File: config.mk
export PLATFORM = sky130hd
export DESIGN_NAME = traffic_phase_sequencer
export DESIGN_NICKNAME = d
export VERILOG_FILES = /design/src/rtl/traffic_pkg.sv /design/src/rtl/tick_prescaler.sv /design/src/rtl/traffic_phase_sequencer.sv
export SDC_FILE = /design/constraint.sdc
export NUM_CORES = 1
export LEC_CHECK = 0
export CAP_MARGIN = 20
export CORE_MARGIN = 10
export CORE_UTILIZATION = 55
export CTS_CLUSTER_SIZE = 40
export DETAILED_ROUTE_END_ITERATION = 8
export GPL_ROUTABILITY_DRIVEN = 0
export GPL_TIMING_DRIVEN = 0
export PLACE_DENSITY = 0.76
export SYNTH_ARGS = -nofsm -noshare
export SYNTH_HDL_FRONTEND = slang
export SYNTH_SLANG_ARGS = --single-unit
File: constraint.sdc
create_clock -name Clock -period 4.6 [get_ports Clock]
set_input_delay 0.46 -clock Clock [delete_from_list [all_inputs] [get_ports Clock]]
set_output_delay 0.46 -clock Clock [all_outputs]
set_load 0.02 [all_outputs]
File: src/rtl/traffic_pkg.sv
// Shared phase codes for the crossing model; the header decoder uses the same constants.
// Also provides the fixed phase-succession rule.
package traffic_pkg;

   localparam logic [1:0] PH_PGREEN  = 2'd0;
   localparam logic [1:0] PH_PYELLOW = 2'd1;
   localparam logic [1:0] PH_SGREEN  = 2'd2;
   localparam logic [1:0] PH_SYELLOW = 2'd3;

   typedef enum logic [1:0] {
      ST_PGREEN  = PH_PGREEN,
      ST_PYELLOW = PH_PYELLOW,
      ST_SGREEN  = PH_SGREEN,
      ST_SYELLOW = PH_SYELLOW
   } phase_t;

   function automatic phase_t next_phase(input phase_t cur);
      case (cur)
         ST_PGREEN:  next_phase = ST_PYELLOW;
         ST_PYELLOW: next_phase = ST_SGREEN;
         ST_SGREEN:  next_phase = ST_SYELLOW;
         default:    next_phase = ST_PGREEN;
      endcase
   endfunction

endpackage

File: src/rtl/tick_prescaler.sv
// Divides the system clock down to a one-cycle Tick every TICK_DIV cycles.
// Hold freezes the count in place and suppresses the tick.
module tick_prescaler #(
   parameter int TICK_DIV = 50_000_000
) (
   input  logic Clock,
   input  logic Reset,
   input  logic Hold,
   output logic Tick
);

   localparam int CW = $clog2(TICK_DIV);
   localparam logic [CW-1:0] LAST = CW'(TICK_DIV - 1);

   logic [CW-1:0] cnt;

   always_ff @(posedge Clock) begin
      if (Reset) begin
         cnt <= '0;
      end else if (!Hold) begin
         cnt <= (cnt == LAST) ? '0 : cnt + 1'b1;
      end
   end

   assign Tick = (cnt == LAST) && !Hold;

endmodule

File: src/rtl/traffic_phase_sequencer.sv
// Master timing FSM for the two-road crossing: sequences PG/PY/SG/SY in whole seconds
// and holds Principal Green until the secondary-road sensor has asked for service.
module traffic_phase_sequencer
   import traffic_pkg::*;
#(
   parameter int TICK_DIV  = 50_000_000,
   parameter int T_PGREEN  = 20,
   parameter int T_PYELLOW = 3,
   parameter int T_SGREEN  = 10,
   parameter int T_SYELLOW = 3
) (
   input  logic       Clock,
   input  logic       Reset,
   input  logic       CarSensor,
   input  logic       Hold,
   output logic [1:0] StateFlag,
   output logic [7:0] SecondsLeft,
   output logic       PhaseStart,
   output logic       Waiting
);

   if (TICK_DIV < 2 ||
       T_PGREEN  < 1 || T_PGREEN  > 255 || T_PYELLOW < 1 || T_PYELLOW > 255 ||
       T_SGREEN  < 1 || T_SGREEN  > 255 || T_SYELLOW < 1 || T_SYELLOW > 255) begin : g_bad_params
      $error("traffic_phase_sequencer: TICK_DIV must be >=2 and every T_* must be 1..255");
   end

   function automatic logic [7:0] phase_len(input phase_t ph);
      case (ph)
         ST_PGREEN:  phase_len = 8'(T_PGREEN);
         ST_PYELLOW: phase_len = 8'(T_PYELLOW);
         ST_SGREEN:  phase_len = 8'(T_SGREEN);
         default:    phase_len = 8'(T_SYELLOW);
      endcase
   endfunction

   phase_t phase;
   logic   tick;
   logic   sync1, car_sync;
   logic   demand_latched;
   logic   expiry, advance, enter_sg;

   tick_prescaler #(.TICK_DIV(TICK_DIV)) u_prescaler (
      .Clock (Clock),
      .Reset (Reset),
      .Hold  (Hold),
      .Tick  (tick)
   );

   // A request arriving on the expiry tick itself counts, so CarSync is used directly too.
   assign expiry   = tick && (SecondsLeft == 8'd1);
   assign advance  = expiry && ((phase != ST_PGREEN) || demand_latched || car_sync);
   assign enter_sg = advance && (phase == ST_PYELLOW);

   always_ff @(posedge Clock) begin
      if (Reset) begin
         sync1          <= 1'b0;
         car_sync       <= 1'b0;
         demand_latched <= 1'b0;
         phase          <= ST_PGREEN;
         SecondsLeft    <= 8'(T_PGREEN);
         PhaseStart     <= 1'b0;
         Waiting        <= 1'b0;
      end else begin
         sync1      <= CarSensor;
         car_sync   <= sync1;
         PhaseStart <= 1'b0;

         if (advance) begin
            phase       <= next_phase(phase);
            SecondsLeft <= phase_len(next_phase(phase));
            PhaseStart  <= 1'b1;
            Waiting     <= 1'b0;
         end else if (expiry) begin
            Waiting <= 1'b1;
         end else if (tick) begin
            SecondsLeft <= SecondsLeft - 8'd1;
         end

         // Serving the secondary road consumes the demand; a fresh request that same cycle survives.
         if (enter_sg)
            demand_latched <= car_sync;
         else if (car_sync)
            demand_latched <= 1'b1;
      end
   end

   assign StateFlag = phase;

endmodule

==> metrics.yaml <==
syn-num-nets: 244
timing.final.max_slew_violations: 0
final-setup-viol-count: 0
cp-end-kind: "flop"
cts-root-buf: "clkbuf_8"
synth_edf_count: 0
ctsHtreeMaxLevel: 2
nets: 266
totalPowerFinal_uw: 607
drt_iter0_markers: 108
worst_skew_pair.late_latency_ps: 300
synth.avg_cell_area_um2: 8.83
layout_min_cycle_time_ps: 2710
cellPowerDensity_mw_per_mm2: 260
rsz0062_at_grt: "no"
finalSetupTns_ps: 0
coreArea_mm2: 0.00363
ios: 16
die-area_mm2: 0.00657
start_util_pct: 56.4
wire_per_inst_um: 13.8
grt_overflow_total: 0
routed_wl_mm: 4.17
dpl-instance-area_mm2: 0.00226
drc: 0
syn_inst: 232
area_growth_pct: 14.2
cp.arrival_ps: 2880
synthFlopType: "dfxtp_1"
detail-route-antenna-nets: 0
grt_pass1_vias: 1491
rrSetupSlack_ps: 2130
drive_gt1_share_pct: 7.45
total_leakage_power_uw: 0.000804
cts_resized: 0
antenna_cells: 0
cp.required_ps: 4770
avgViaCountPerCell: 5.58
yosysWarningCount: 0
hold_path.class: "reg2reg"
grtUsageTotal_pct: 13.3
synth_cell_types: 47
worst_slew_pin_slew_ps: 980
dp_hpwl_mm: 3.00
path_clk_slew_ps: 70
grt_pass1_wl_mm: 6.89
port_buffers: 15
relSlewSlack_pct: 34.1
start_kind: "input pin"
antenna_found_initial: 0
reg2regPathDepth: 8
async_flop_share_pct: 0
finalHoldViolations: 0
skew_ps: 8.02
grt_max_degree: 12
cts_hold_buf: 0
outcome: "completed"
path_max_fanout: 10
vias: 1692
n_fill_cell: 315
period_share_pct: 59.0
fmax_ghz: 0.368
irDropWorstVdd_mv: 0.208
netlist_area_mm2: 0.00205
cts.sink_count: 41
drv_cap: 0
cts_made_buffers: 5
placement_rows: 22
ys_seq_area_share_pct: 40.0
fp.dieH_um: 81.0
cts_setup_buffers: 0
clk_path_buf_depth: 2
path_class: "in2reg"
ys_ff_latch: 41
drt_pre_antenna_iters: 4
worstHoldPathCells: 1
die_width_um: 81.0
fin_area_mm2: 0.00234
tritoncts: "done"
[power breakdown]
part / total, µW / internal [µW] / switching, µW
registers: 360 / 358 / 2.48
clock network: 228 / 108 / 120
logic: 19.3 / 8.09 / 11.2
[sequential cells by signal, indices dropped and copies added (netlist names)]
register and flops:
u_prescaler.cnt 26, sync1 1, car_sync 1, Waiting 1
PhaseStart 1, demand_latched 1, StateFlag 2, SecondsLeft 8
[area by class of cell]
type	count	area (µm²)	area share (%)
Buffer	6	31.3	1.34
Clock buffer	8	80.1	3.42
Inverter	7	26.3	1.12
Multi-Input combinational cell	178	1170	50.1
Sequential cell	41	821	35.1
Tap cell	48	60.1	2.57
Timing Repair Buffer	15	150	6.42
[metal layers]
layer  track usage [%]  up-vias  routed length [µm]
met5                 0        -                   0
met4              5.54        0                  63
met3              3.97        6                 198
met2              19.8       28                1870
met1              17.5      800                2040
li1                  -      858                   -
[critical path, cell delays in order]
cell and delay [ps]:
clkdlybuf4s50_1 520, nand4b_1 450, nor4_4 510, nand2_2 100
or2b_1 160, buf_2 180, clkbuf_1 400, nor2_1 100
[path summary, 6_finish.rpt]
check                                         from             endpoint
worst max-delay path                          Hold  u_prescaler.cnt[19]
worst min-delay path                         sync1             car_sync
worst max register to register  u_prescaler.cnt[0]  u_prescaler.cnt[19]
worst min register to register               sync1             car_sync
[synthesized netlist by cell type (4+ instances only)]
cell type / number / share of area, %
ha_1: 8 / 4.9
nor2_1: 39 / 7.1
nand4_1: 13 / 4.0
dfxtp_1: 41 / 40
nand3_1: 11 / 2.7
xor2_1: 18 / 7.7
nor3_1: 7 / 1.7
nor2b_1: 7 / 2.1
a21oi_1: 7 / 1.7
nand2_1: 13 / 2.4
inv_1: 7 / 1.3
clkbuf_1: 4 / 0.73
xnor2_1: 8 / 3.4
[logic make-up (layout without fill, tap and decap cells)]
family                   Yosys count  in the layout  share of synthesized area [%]
multiplexers                       4              4                           2.01
adder cells (fa/ha/maj)            8              8                           4.88
AO/OA/AOI/OAI                     19             19                           6.04
AND/OR/NAND/NOR                  121            121                           33.1
buffers and inverters             13             36                           2.81
XOR/XNOR                          26             26                           11.1
flip-flops                        41             41                           40.0
[layout by cell type (no fill, tap or decap), types with 2 or more instances in the layout]
cell / count
a211o_1: 2
a21oi_1: 7
and3_1: 3
clkbuf_1: 7
clkbuf_8: 5
clkdlybuf4s50_1: 15
dfxtp_1: 41
ha_1: 8
inv_1: 7
mux2i_1: 3
nand2_1: 13
nand3_1: 11
nand4_1: 13
nand4b_1: 3
nor2_1: 39
nor2b_1: 7
nor3_1: 7
nor4_1: 2
o21ai_0: 3
or2_2: 3
or3_1: 2
or3b_2: 2
or4_1: 2
xnor2_1: 8
xor2_1: 18
[per-stage QoR]
stage	std cells	setup slack [ps]	hold WS [ps]	utilization [%]
floorplan	232	2510	414	-
global placement	295	1580	417	62.2
detailed placement	295	1580	425	62.2
CTS	303	1890	443	64.4
global route	303	1730	457	64.4
finish	303	1890	438	64.4
(Power assumes the default switching activity.)
